**config.mk**
```make
export PLATFORM = sky130hd
export DESIGN_NAME = ps2_kbd_rx
export DESIGN_NICKNAME = d
export VERILOG_FILES = /design/src/rtl/ps2_kbd_rx_pkg.sv /design/src/rtl/sync_fifo_byte.sv /design/src/rtl/ps2_kbd_rx.sv
export SDC_FILE = /design/constraint.sdc
export NUM_CORES = 1
export LEC_CHECK = 0
export CAP_MARGIN = 20
export CORE_MARGIN = 8
export CORE_UTILIZATION = 40
export CTS_CLUSTER_DIAMETER = 60
export DETAILED_ROUTE_END_ITERATION = 12
export GPL_TIMING_DRIVEN = 0
export PLACE_DENSITY = 0.56
export SYNTH_ARGS = -nofsm -noshare
export SYNTH_HDL_FRONTEND = slang
export SYNTH_SLANG_ARGS = --single-unit
```
**constraint.sdc**
```tcl
create_clock -name clk -period 7.9 [get_ports clk]
set_input_delay 1.58 -clock clk [delete_from_list [all_inputs] [get_ports clk]]
set_output_delay 1.58 -clock clk [all_outputs]
set_load 0.02 [all_outputs]
```
**src/rtl/ps2_kbd_rx_pkg.sv**
```systemverilog
// Shared definitions for the PS/2 keyboard receiver and the bus decoder.
package ps2_kbd_rx_pkg;

  localparam int unsigned SCAN_W = 8;

  // Bits [31:8] of the CPU address for the ffffd000-ffffdfff window; the low nibble is don't-care.
  localparam logic [23:0] PS2_BUS_BASE = 24'hffffd0;
  localparam logic [23:0] PS2_BUS_MASK = 24'hfffff0;

  typedef enum logic [1:0] {
    IDLE   = 2'd0,
    DATA   = 2'd1,
    PARITY = 2'd2,
    STOP   = 2'd3
  } ps2_state_e;

endpackage

```
**src/rtl/sync_fifo_byte.sv**
```systemverilog
// Byte-wide synchronous FIFO with combinational head read.
module sync_fifo_byte
  import ps2_kbd_rx_pkg::*;
#(
  parameter int unsigned AW = 3
) (
  input  logic              clk,
  input  logic              rst,
  input  logic              push,
  input  logic [SCAN_W-1:0] din,
  input  logic              pop,
  output logic [SCAN_W-1:0] head,
  output logic              full,
  output logic              empty,
  output logic [AW:0]       count
);

  localparam int unsigned DEPTH = 1 << AW;

  logic [SCAN_W-1:0] mem [DEPTH];
  logic [AW-1:0]     wr_ptr;
  logic [AW-1:0]     rd_ptr;
  logic              do_pop;
  logic              do_push;

  assign empty   = (count == '0);
  assign full    = (count == (AW+1)'(DEPTH));
  assign do_pop  = pop & ~empty;
  // A pop in the same cycle frees a slot, so a push into a full FIFO still succeeds.
  assign do_push = push & (~full | do_pop);
  assign head    = empty ? '0 : mem[rd_ptr];

  // Pointer and occupancy tracking.
  always_ff @(posedge clk or posedge rst) begin
    if (rst) begin
      wr_ptr <= '0;
      rd_ptr <= '0;
      count  <= '0;
    end else begin
      if (do_push) wr_ptr <= wr_ptr + AW'(1);
      if (do_pop)  rd_ptr <= rd_ptr + AW'(1);
      case ({do_push, do_pop})
        2'b10:   count <= count + (AW+1)'(1);
        2'b01:   count <= count - (AW+1)'(1);
        default: count <= count;
      endcase
    end
  end

  // Storage array; contents are only visible through head when count is non-zero.
  always_ff @(posedge clk) begin
    if (do_push) mem[wr_ptr] <= din;
  end

endmodule

```
**src/rtl/ps2_kbd_rx.sv**
```systemverilog
// PS/2 keyboard frame receiver feeding a scan-code FIFO for the IO bus.
module ps2_kbd_rx
  import ps2_kbd_rx_pkg::*;
#(
  parameter int unsigned FIFO_AW = 3,
  parameter logic [15:0] TIMEOUT = 16'd5000
) (
  input  logic              clk,
  input  logic              rst,
  input  logic              ps2_clk,
  input  logic              ps2_data,
  input  logic              rd,
  output logic [SCAN_W-1:0] key,
  output logic              ready,
  output logic              overflow,
  output logic              frame_err
);

  logic clk_s1, clk_s2, clk_prev;
  logic data_s1, data_s2;
  logic rd_q;
  logic fall;
  logic pop_ok;

  ps2_state_e        state, state_n;
  logic [SCAN_W-1:0] shreg, shreg_n;
  logic [2:0]        bitcnt, bitcnt_n;
  logic              parity, parity_n;
  logic [15:0]       timer, timer_n;
  logic              overflow_n;
  logic              frame_err_n;
  logic              push_c;

  logic              fifo_full;
  logic              fifo_empty;
  logic [FIFO_AW:0]  fifo_count;

  assign fall   = clk_prev & ~clk_s2;
  assign pop_ok = rd & ~rd_q & ~fifo_empty;
  assign ready  = (fifo_count != '0);

  // Pin synchronisers, falling-edge history and read-strobe edge history.
  always_ff @(posedge clk or posedge rst) begin
    if (rst) begin
      clk_s1   <= 1'b1;
      clk_s2   <= 1'b1;
      clk_prev <= 1'b1;
      data_s1  <= 1'b1;
      data_s2  <= 1'b1;
      rd_q     <= 1'b0;
    end else begin
      clk_s1   <= ps2_clk;
      clk_s2   <= clk_s1;
      clk_prev <= clk_s2;
      data_s1  <= ps2_data;
      data_s2  <= data_s1;
      rd_q     <= rd;
    end
  end

  // Frame FSM state and datapath registers.
  always_ff @(posedge clk or posedge rst) begin
    if (rst) begin
      state     <= IDLE;
      shreg     <= '0;
      bitcnt    <= '0;
      parity    <= 1'b0;
      timer     <= '0;
      overflow  <= 1'b0;
      frame_err <= 1'b0;
    end else begin
      state     <= state_n;
      shreg     <= shreg_n;
      bitcnt    <= bitcnt_n;
      parity    <= parity_n;
      timer     <= timer_n;
      overflow  <= overflow_n;
      frame_err <= frame_err_n;
    end
  end

  // Next-state: advance one bit per ps2_clk fall, abandon stalled frames.
  always_comb begin
    state_n     = state;
    shreg_n     = shreg;
    bitcnt_n    = bitcnt;
    parity_n    = parity;
    timer_n     = timer;
    overflow_n  = overflow;
    frame_err_n = frame_err;
    push_c      = 1'b0;

    if (state == IDLE || fall) timer_n = '0;
    else                       timer_n = timer + 16'd1;

    if (fall) begin
      case (state)
        IDLE: begin
          if (!data_s2) begin
            state_n  = DATA;
            bitcnt_n = '0;
          end else begin
            frame_err_n = 1'b1;
          end
        end
        DATA: begin
          shreg_n = {data_s2, shreg[SCAN_W-1:1]};
          if (bitcnt == 3'd7) state_n  = PARITY;
          else                bitcnt_n = bitcnt + 3'd1;
        end
        PARITY: begin
          parity_n = data_s2;
          state_n  = STOP;
        end
        STOP: begin
          state_n = IDLE;
          if ((^{shreg, parity}) && data_s2) begin
            if (fifo_full && !pop_ok) overflow_n = 1'b1;
            else                      push_c     = 1'b1;
          end else begin
            frame_err_n = 1'b1;
          end
        end
        default: state_n = IDLE;
      endcase
    end else if (state != IDLE && timer == TIMEOUT - 16'd1) begin
      state_n     = IDLE;
      shreg_n     = '0;
      bitcnt_n    = '0;
      frame_err_n = 1'b1;
    end
  end

  sync_fifo_byte #(.AW(FIFO_AW)) u_fifo (
    .clk   (clk),
    .rst   (rst),
    .push  (push_c),
    .din   (shreg),
    .pop   (pop_ok),
    .head  (key),
    .full  (fifo_full),
    .empty (fifo_empty),
    .count (fifo_count)
  );

endmodule

```
Word level (Yosys, flattened, before mapping)
Memories as Yosys holds them, arrays and structs flattened. Index checks and enable logic that the tools add are counted.

Register bits after elaboration: 48. Bits in writable memories: 64. Input bits: 5. Output and inout bits: 11. Word-level logic and storage cells: 94. Memories: 1.

Memories: u_fifo.mem (depth 8, width 8, read ports 1, clocked after Yosys merged registers in 0, wr ports 1, line sync_fifo_byte.sv:20) `logic [SCAN_W-1:0] mem [DEPTH];`.

$add $sub $neg: 6. Equal/unequal tests: 16. Mux-type cells: 27. Bitwise logic cells: 10. Reduce and logical (&&, ||, !) cells: 18.

Operators by type and width (number): 8-bit two-way mux (4); 16-bit by 1-bit adder with 16-bit output, second input constant (1); 16-bit by 13-bit == test with 1-bit output, second input constant (1); 16-bit two-way mux (1); 3-bit inequality test, second input constant (5); 3-bit two-way mux (4); 4-bit AND reduction (3); 1-bit two-way mux (10); 3-bit by 1-bit adder with 3-bit output, second input constant (3); 9-bit XOR reduction (1); 2-bit two-way mux (4); 2-bit case mux with 4 select lines (1); 4-bit case mux with 2 select lines (1); 2-bit == test, second input constant (3); 3-bit by 1-bit inequality test with 1-bit output, second input constant (2); 3-bit case mux with 2 select lines (1); 2-bit nonzero test (3); 1-bit AND (5); 4-bit by 1-bit adder with 4-bit output, second input constant (1); 2-bit by 1-bit == test with 1-bit output, second input constant (2); 4-bit == test, second input constant (1); 4-bit logical NOT (1); 1-bit inverter (4); 2-bit AND reduction (2); 11 further kinds (13).

Longest topological paths before layout
Gate-level depths: netlist (run 1).

Word-level depth: 12. Mapped depth: 11. Gate-level depth less buffers: 11.

Modules after synthesis
Synthesis (run 1) repeated with hierarchy kept, for this count alone.

Cells, all modules: 360. Area total of the unflattened synthesis: 4973.5 sq um.

Modules (own cells, without submodules): sync_fifo_byte (instances 1, cells an instance 173, area each 3101.7 sq um, sequential area each 2172.1 sq um); ps2_kbd_rx (instances 1, cells an instance 187, area each 1871.8 sq um, sequential area each 957.2 sq um).

Least setup slack after synthesis (run 1)
No wires, ideal clock.

Kind: reg2out. From: register u_fifo.rd_ptr[0]. To: output port key[6]. Arrival: 1.781 ns. Required time: 6.320 ns. Path slack: 4.539 ns. Cell stages (with the launch flop): 6. Buffers on the path: 2. Path through: dfrtp_1 > clkbuf_1 > buf_4 > mux4_2 > mux2i_1 > nor2_1.

Cells in the longest elaborated chain, start to end: 2.

Ends and longest elaborated chain: from (decl) (line sync_fifo_byte.sv:22) `logic [AW-1:0] rd_ptr;`; from (signal assigned) (line sync_fifo_byte.sv:41) `if (do_pop) rd_ptr <= rd_ptr + AW'(1);`; memory read 8 x 8 bit; 8-bit two-way mux (line sync_fifo_byte.sv:31) `assign head = empty ? '0 : mem[rd_ptr];`; to (decl) (line ps2_kbd_rx.sv:13) `output logic [SCAN_W-1:0] key,`.

No other way between the ends.

Final worst setup path (run 1)
Same ends and word-level chain as after synthesis.

==> results of run 1 <==
[routing by layer]
layer	vias up	global-route usage, %
met4	0	5.10
li1	1282	-
met3	10	2.49
met5	-	0
met2	36	18.5
met1	1308	15.1
[metrics by stage]
step                      instance area (um^2)  cells  setup slack [ns]  hold WS, ns  util [%]
final                                     5540    516              3.44        0.358      46.7
after global routing                      5540    516              3.21        0.364      46.7
after CTS                                 5530    515              3.27        0.361      46.6
after detailed placement                  5190    499              3.65        0.351      43.7
after global placement                    5150    496              3.65        0.346      43.4
after floorplan                           4820    334              4.54        0.345         -
[cells by family (layout without fill, tap and decap cells)]
family,after synthesis,count (layout),share of synthesized area [%]
simple gates,113,113,11.4
flops,112,112,65.0
xor+xnor,29,29,5.95
mux,29,29,10.4
compound gates,23,23,2.94
buf+inv,16,51,1.32
fa+ha+maj,12,12,3.12
[path summary, 6_finish.rpt]
check	start	end	slack [ns]	depth (start not counted)
max	u_fifo.rd_ptr[0]	key[6]	3.44	6
min	clk_s1	clk_s2	0.36	0
max reg2reg	shreg[3]	u_fifo.mem[0][2]	4.92	6
min reg2reg	clk_s1	clk_s2	0.36	0
max in group asynchronous	rst	data_s2	5.87	3
min in group asynchronous	rst	u_fifo.count[1]	1.49	2
[final cells by class]
| class | count | area [um^2] |
|---|---|---|
| plain buffers | 9 | 37.5 |
| flip-flops and latches | 112 | 3130 |
| multi-input cells | 206 | 1620 |
| clock buffers | 11 | 243 |
| well taps | 147 | 184 |
| fillers | 1028 | 6320 |
| repair buffers | 19 | 193 |
| inverters | 7 | 26.3 |
| clock inverters | 5 | 104 |
[power breakdown]
| part | switching [uW] | internal [uW] |
|---|---|---|
| Sequential | 80.4 | 705 |
| Combinational | 310 | 306 |
| Clock | 201 | 319 |
| Total | 591 | 1330 |
[worst max-delay path: cells and delay by family, from the launching register on]
kind	cells	cell delay [ns]
buf+inv	3	1.43
flops	1	0.35
mux	2	0.70
simple gates	1	0.07
[state kept, by name (all words and copies together), names as in the netlist, 2 cells and up]
signal and flops:
u_fifo.rd_ptr 3, state 2, u_fifo.mem 64, bitcnt 3, shreg 8, u_fifo.count 4
timer 16, u_fifo.wr_ptr 3
[layout by cell type (no fill, tap or decap), types with 2 or more instances in the layout]
cell	synthesis	routed
nor2_1	37	37
nand4_1	4	4
edfxtp_1	64	64
nand2b_1	5	5
mux4_2	16	16
xnor2_1	13	13
mux2_2	2	2
and3_1	4	4
clkdlybuf4s50_1	0	15
dfstp_2	5	5
mux2i_1	9	9
bufinv_16	0	3
buf_1	2	2
a21oi_1	3	3
clkbuf_16	0	9
clkbuf_1	6	7
nand4b_1	2	2
buf_4	1	3
o31ai_1	2	2
nand2_1	34	34
dfrtp_1	43	43
xor2_1	14	14
nor3_1	5	5
a22o_1	2	2
o21ai_1	7	7
ha_1	12	12
nand3_1	8	8
inv_1	7	6
nor4b_1	2	2
o21ai_0	3	3
nor4_1	5	5
==> results.cfg, run 1 <==
[status]
status = completed

[clock_network]
cts_tree = yes
cts_buffers = 9
cts_resized = 0
cts-hold-fix-buffers = 0
max-clock-path-buffers = 2
cts_sinks = 112
clock-root-buffer = clkbuf_16
cts_setup_buffers = 0
clk_pin_slew_ns = 0.07
htree_levels = 3
clk_latency_ns = 0.34

[setup_path]
endpoint_kind = primary output
path_max_fanout = 10
slowest_delay_ns = 0.55
worstPathCellList = clkbuf_1, buf_4, mux4_2, mux2i_1, nor2_1, clkdlybuf4s50_1
cp-start-kind = register
cp_slowest_cell = mux4_2
cp.required_ns = 6.32
cp.arrival_ns = 2.88
crit_type = register to primary output

[synthesis]
yosys_warnings = 0
ys_ff_latch = 112
synth_edf_count = 64
synthArstFlopShare_pct = 42.9
yosys_most_used_dff = edfxtp_1
synth_fp_nets = 351
avgSynthCellArea_um2 = 14.4
yosysUniqueCellTypes = 45
synth-seq-area-share_pct = 65.0
synth_most_common_cell = edfxtp_1
synth.top_cells.by_area = edfxtp_1 40%, dfrtp_1 22%, mux4_2 7.5%, ha_1 3.1%, nor2_1 2.9%
synthCells = 334
synth_top_area_share_pct = 39.9
synth_top_area_cell = edfxtp_1
synth_common_cells = 64 x edfxtp_1, 43 x dfrtp_1, 37 x nor2_1
synth.cell_area_um2 = 4820

[global_routing]
grt_max_degree = 39
overflow = 0
first_global_vias = 2698
antenna_found_initial = 0
grt_first_pass_wirelength_mm = 14.4
track_usage_pct = 11.7

[routing]
dr.max_layer_used = met4
route.vias.total = 2636
drt_iter0_drc = 149
met1_length_mm = 4.04
drt-total-wl_mm = 8.53
drtPass1Iterations = 4
wl_per_cell_um = 16.5
wl_met3_um = 285
antenna_left = 0
vias_per_cell = 5.11
post-route-drc-count = 0
met2WireLength_mm = 4.08

[placement]
gp_congestion = 0.731
hpwlAfterDp_mm = 5.79
portBuffers = 15

[power]
p_total_uw = 1920
vdd_drop_max_mv = 0.197
p_per_area_nw_per_um2 = 347
power.leakage_uw = 0.00206

[timing]
slew_headroom_pct = 42.9
finalCriticalPeriod_ns = 4.46
drv_slew = 0
hold_viol = 0
finalSetupTns_ns = 0
rsz0062_at_grt = no
finClkSkew_ns = 0.00633
fmax_ghz = 0.224
tightest_slew_ns = 0.853
setup-violations-final = 0
min_period_over_period_pct = 56.5

[layout]
area_delta_synth_final_pct = 15.0
drive_above_1_share_pct = 13.3
antenna_cells = 0
fin_nets = 381

[floorplanning]
coreArea_um2 = 11900
row_count = 40
io_pins = 16
die-area_um2 = 15800
die_y_um = 126
die_x_um = 126
start_util_pct = 40.6

[hold_path]
min_path_type = register to register

[run]
maxCapViolations = 0
Note: power is estimated with default switching activity, not from simulation.
==> run 2: changes to the inputs <==
==> constraint.sdc (replaced) <==
create_clock -name clk -period 4.62 [get_ports clk]
set_input_delay 0.924 -clock clk [delete_from_list [all_inputs] [get_ports clk]]
set_output_delay 0.924 -clock clk [all_outputs]
set_load 0.02 [all_outputs]
==> results of run 2 <==
The final DEF is identical to that of run 1. Status: completed.
Among the figures that moved: setup slack after placement 3.65 ns -> 1.03 ns; setup slack after layout 3.44 ns -> 0.814 ns; register-to-register setup slack 4.92 ns -> 1.64 ns; total power 1920 uW -> 3290 uW; worst IR drop on VDD 0.197 mV -> 0.337 mV
==> run 3: changes to the inputs <==
==> constraint.sdc (replaced) <==
create_clock -name clk -period 3.9 [get_ports clk]
set_input_delay 0.78 -clock clk [delete_from_list [all_inputs] [get_ports clk]]
set_output_delay 0.78 -clock clk [all_outputs]
set_load 0.02 [all_outputs]
==> results of run 3 <==
The final DEF is identical to that of run 1. Status: completed.
Among the figures that moved: setup slack after placement 3.65 ns -> 0.450 ns; setup slack after layout 3.44 ns -> 0.238 ns; register-to-register setup slack 4.92 ns -> 0.92 ns; total power 1920 uW -> 3890 uW; worst IR drop on VDD 0.197 mV -> 0.399 mV
